--- src/rtl/coin_input_conditioner.sv ---
// Coin button conditioner: synchronize, debounce, detect presses and
// emit one-hot coin pulses with a post-accept lockout window.
module coin_input_conditioner #(
   parameter int unsigned DEBOUNCE_CYCLES = 4,
   parameter int unsigned LOCKOUT_CYCLES  = 4
) (
   input  logic       clk,
   input  logic       reset,
   input  logic [2:0] coin_btn,
   output logic [2:0] coin,
   output logic       reject,
   output logic       busy,
   output logic [7:0] coin_count
);

   typedef enum logic [1:0] {
      IDLE,
      EMIT,
      LOCKOUT
   } state_t;

   logic [2:0]      sync1_q, sync2_q;
   logic [2:0]      deb_q, deb_d;
   logic [2:0][7:0] cnt_q, cnt_d;
   logic [2:0]      press_q, press_d;
   state_t          state_q, state_d;
   logic [7:0]      lock_q, lock_d;
   logic [2:0]      coin_q, coin_d;
   logic            reject_q, reject_d;
   logic            busy_q, busy_d;
   logic [7:0]      count_q, count_d;

   // A press is the debounced 0->1 transition, flagged on the same edge.
   always_comb begin
      deb_d   = deb_q;
      cnt_d   = '0;
      press_d = '0;
      for (int i = 0; i < 3; i++) begin
         if (sync2_q[i] != deb_q[i]) begin
            if (cnt_q[i] == 8'(DEBOUNCE_CYCLES - 1)) begin
               deb_d[i]   = sync2_q[i];
               press_d[i] = sync2_q[i];
            end else begin
               cnt_d[i] = cnt_q[i] + 8'd1;
            end
         end
      end
   end

   always_comb begin
      state_d  = state_q;
      lock_d   = lock_q;
      coin_d   = '0;
      reject_d = 1'b0;
      count_d  = count_q;
      unique case (state_q)
         IDLE: begin
            if (press_q != '0) begin
               if ($onehot(press_q)) begin
                  state_d = EMIT;
                  coin_d  = press_q;
                  count_d = count_q + 8'd1;
               end else begin
                  reject_d = 1'b1;
               end
            end
         end
         EMIT: begin
            if (LOCKOUT_CYCLES == 0) begin
               state_d = IDLE;
            end else begin
               state_d = LOCKOUT;
               lock_d  = 8'(LOCKOUT_CYCLES);
            end
         end
         LOCKOUT: begin
            lock_d = lock_q - 8'd1;
            if (lock_q <= 8'd1) begin
               state_d = IDLE;
               lock_d  = '0;
            end
         end
         default: begin
            state_d = IDLE;
            lock_d  = '0;
         end
      endcase
      busy_d = (state_d != IDLE);
   end

   always_ff @(posedge clk) begin
      if (reset) begin
         sync1_q  <= '0;
         sync2_q  <= '0;
         deb_q    <= '0;
         cnt_q    <= '0;
         press_q  <= '0;
         state_q  <= IDLE;
         lock_q   <= '0;
         coin_q   <= '0;
         reject_q <= 1'b0;
         busy_q   <= 1'b0;
         count_q  <= '0;
      end else begin
         sync1_q  <= coin_btn;
         sync2_q  <= sync1_q;
         deb_q    <= deb_d;
         cnt_q    <= cnt_d;
         press_q  <= press_d;
         state_q  <= state_d;
         lock_q   <= lock_d;
         coin_q   <= coin_d;
         reject_q <= reject_d;
         busy_q   <= busy_d;
         count_q  <= count_d;
      end
   end

   assign coin       = coin_q;
   assign reject     = reject_q;
   assign busy       = busy_q;
   assign coin_count = count_q;

endmodule

--- config.mk ---
export PLATFORM = sky130hd
export DESIGN_NAME = coin_input_conditioner
export DESIGN_NICKNAME = d
export VERILOG_FILES = /design/src/rtl/coin_input_conditioner.sv
export SDC_FILE = /design/constraint.sdc
export NUM_CORES = 1
export LEC_CHECK = 0
export BUFFER_PORTS_ARGS = -buffer_cell sky130_fd_sc_hd__buf_2
export CORE_ASPECT_RATIO = 0.75
export CORE_MARGIN = 4
export CORE_UTILIZATION = 55
export CTS_BUF_LIST = sky130_fd_sc_hd__clkbuf_16
export DETAILED_ROUTE_END_ITERATION = 12
export PLACE_DENSITY = 0.82
export SYNTH_ARGS = -nofsm -noshare
export SYNTH_HDL_FRONTEND = slang
export SYNTH_SLANG_ARGS = --single-unit
--- constraint.sdc ---
create_clock -name clk -period 6.2 [get_ports clk]
set_clock_uncertainty 0.1 [all_clocks]
set_input_delay 1.86 -clock clk [delete_from_list [all_inputs] [get_ports clk]]
set_output_delay 1.86 -clock clk [all_outputs]
set_load 0.01 [all_outputs]
==> impl_metrics.yaml <==
status:
  outcome: "finished clean"
yosys:
  syn_nets: 278
  async_flop_share_pct: 0
  ys_seq_area_share_pct: 47.9
  synth_flop_cell: "dfxtp_1"
  synth_edf_count: 0
  synth_cell_type_count: 44
  ys_ff_latch: 59
  avgSynthCellArea_um2: 9.41
  syn_inst: 262
  yosysWarnings: 0
  syn_area_mm2: 0.00247
final_layout:
  mostFrequentLayoutCells: "dfxtp_1, nor2_1, buf_2"
  drive_gt1_share_pct: 12.2
  final_area_mm2: 0.00284
  antenna_cells: 0
  area_growth_pct: 15.2
  final_nets: 300
  layout.cells.most_common: "dfxtp_1"
power:
  max-vdd-ir-drop_mv: 0.179
  power_per_cell_area_mw_per_mm2: 283
  cellLeakagePower_nw: 1.15
floorplan:
  start_util_pct: 59.0
  die_x_um: 85.3
  io_pins: 18
  core_mm2: 0.00418
  dieArea_mm2: 0.00563
  row_count: 20
  die_height_um: 66.0
clocking:
  cts_buffers: 9
  cts_resized: 0
  cts_hold_buf: 0
  cts.sinks: 59
  clk_pin_slew_worst_paths_ns: 0.05
  postCtsSetupRepairBufs: 0
  htreeDepth: 3
  root_buffer: "clkbuf_16"
  cts_buffer_depth: 2
  clock_latency_ns: 0.32
  cts_tree: "built"
setup_path:
  worstPathCellList: "buf_2 > nor3b_1 > o311ai_1 > o211a_1 > nor2_1"
  end_kind: "register"
  start_kind: "input pin"
  startpoint: "reset"
  path_class: "input pin to register"
  r2r_cells: 5
  worstPathRequired_ns: 6.36
  max_stage_delay_ns: 0.42
  crit_end: "lock_q[5]"
  rr_startpoint: "press_q[0]"
  crit_fanout: 32
  slowest_stage: "nor3b_1"
  r2r_slack_ns: 3.78
  arrival_ns: 3.18
  rr_endpoint: "coin_count[6]"
timing:
  setup-tns-final_ns: 0
  setup_viol: 0
  maxSlewHeadroom_pct: 39.6
  max_freq_ghz: 0.331
  finalCritPeriodShare_pct: 48.7
  report.final.slew_viol_count: 0
  finalHoldViolations: 0
  tightest_slew_ns: 0.899
  setup_slack_ns: 3.18
  post-route-min-period_ns: 3.02
  timing.hold.ws_ns: 0.331
  rsz0062_at_grt: "no"
worst_hold_path:
  hold_class: "register to register"
grt:
  use_met3_pct: 8.22
  grt_pass1_wl_um: 8120
  grt.busiest_layer: "met2"
  grtUsageMet2_pct: 26.1
  grt.total_usage_pct: 18.5
  overflow: 0
  use_met1_pct: 24.8
  grt_max_degree: 33
  antenna_found_initial: 0
  first_global_vias: 1818
detailed_routing:
  viasPerCell: 5.41
  drt-total-wl_um: 4340
  wl_per_cell_um: 12.6
  detail-route-antenna-nets: 0
  drtIter0Drc: 110
  drtPass1Iterations: 4
  drc_errors: 0
  num_vias: 1855
place:
  dp_hpwl_um: 3070
  io_buffers: 17
  placed_area_mm2: 0.00259
  pre_cts_ws_ns: 2.87
  gp_congestion: 0.822
flow_run:
  drv_cap: 0
==> worst max-delay path, delay by kind of cell <==
kind / cells / cell delay [ns]
AOI/OAI and AO/OA: 2 / 0.54
buffers and inverters: 1 / 0.27
and+or+nand+nor: 2 / 0.50
==> flip-flops by register name, summed over array words and instances (netlist names) <==
register / count
coin_count: 8
state_q: 2
coin: 3
deb_q: 3
lock_q: 8
sync1_q: 3
cnt_q: 24
press_q: 3
sync2_q: 3
reject: 1
busy: 1
==> routing by layer <==
layer	wire length (µm)	up-vias
li1	-	955
met1	2230	858
met2	1830	37
met3	229	5
met4	55	0
met5	0	-
==> through the flow <==
stage | util [%] | power [mW] | cells
2_1_floorplan | - | 0.399 | 262
5_1_grt | 68.0 | 0.839 | 343
4_1_cts | 68.0 | 0.815 | 343
3_3_place_gp | 62.0 | 0.402 | 328
6_report | 68.0 | 0.805 | 343
3_5_place_dp | 62.0 | 0.402 | 328
==> synthesized netlist by cell type (2+ instances only) <==
master	number	share of area (%)
a21oi_1	5	1.0
a31oi_1	3	0.76
and3_1	13	3.3
buf_4	2	0.61
clkbuf_1	4	0.61
dfxtp_1	59	48
ha_1	10	5.1
inv_1	8	1.2
mux2i_1	3	1.2
nand2_1	12	1.8
nand2b_1	2	0.51
nand3_1	13	2.6
nand4_1	2	0.51
nor2_1	42	6.4
nor2b_1	10	2.5
nor3_1	7	1.4
nor3b_1	2	0.61
nor4_1	7	1.8
o21ai_0	5	1.0
or3_1	2	0.51
or4b_2	2	0.81
xnor2_1	16	5.7
xor2_1	12	4.3
==> report_power, final <==
part | internal [mW] | switching (mW)
Sequential | 0.383 | 0.00150
Combinational | 0.00393 | 0.00671
Clock | 0.259 | 0.151
==> worst min-delay path by stage <==
| stage | from | to | slack, ns | cells past startpoint |
|---|---|---|---|---|
| 2_1_floorplan | cnt_q[16] | cnt_q[16] | 0.31 | 1 |
| 3_3_place_gp | sync1_q[0] | sync2_q[0] | 0.32 | 1 |
| 3_5_place_dp | sync1_q[2] | sync2_q[2] | 0.32 | 1 |
| 4_1_cts | sync1_q[2] | sync2_q[2] | 0.34 | 1 |
| 5_1_grt | sync1_q[0] | sync2_q[0] | 0.36 | 1 |
| 6_report | sync1_q[2] | sync2_q[2] | 0.33 | 1 |
==> layout make-up <==
class	instances	area [µm²]
fill	307	1340
multi-input combinational	189	1220
sequential	59	1180
clock buffer	9	225
timing repair buffer	17	85.1
tap	55	68.8
inverter	8	30.0
clock inverter	6	25.0
==> kinds of logic after synthesis <==
group                    count (synthesis)  synth area share (%)
AND/OR/NAND/NOR                        118                  24.2
flip-flops                              59                  47.9
AO/OA/AOI/OAI                           28                  7.97
XOR/XNOR                                28                  9.94
buffers and inverters                   14                  2.44
adder cells (fa/ha/maj)                 11                  5.89
multiplexers                             4                  1.67
(Power assumes the default switching activity.)
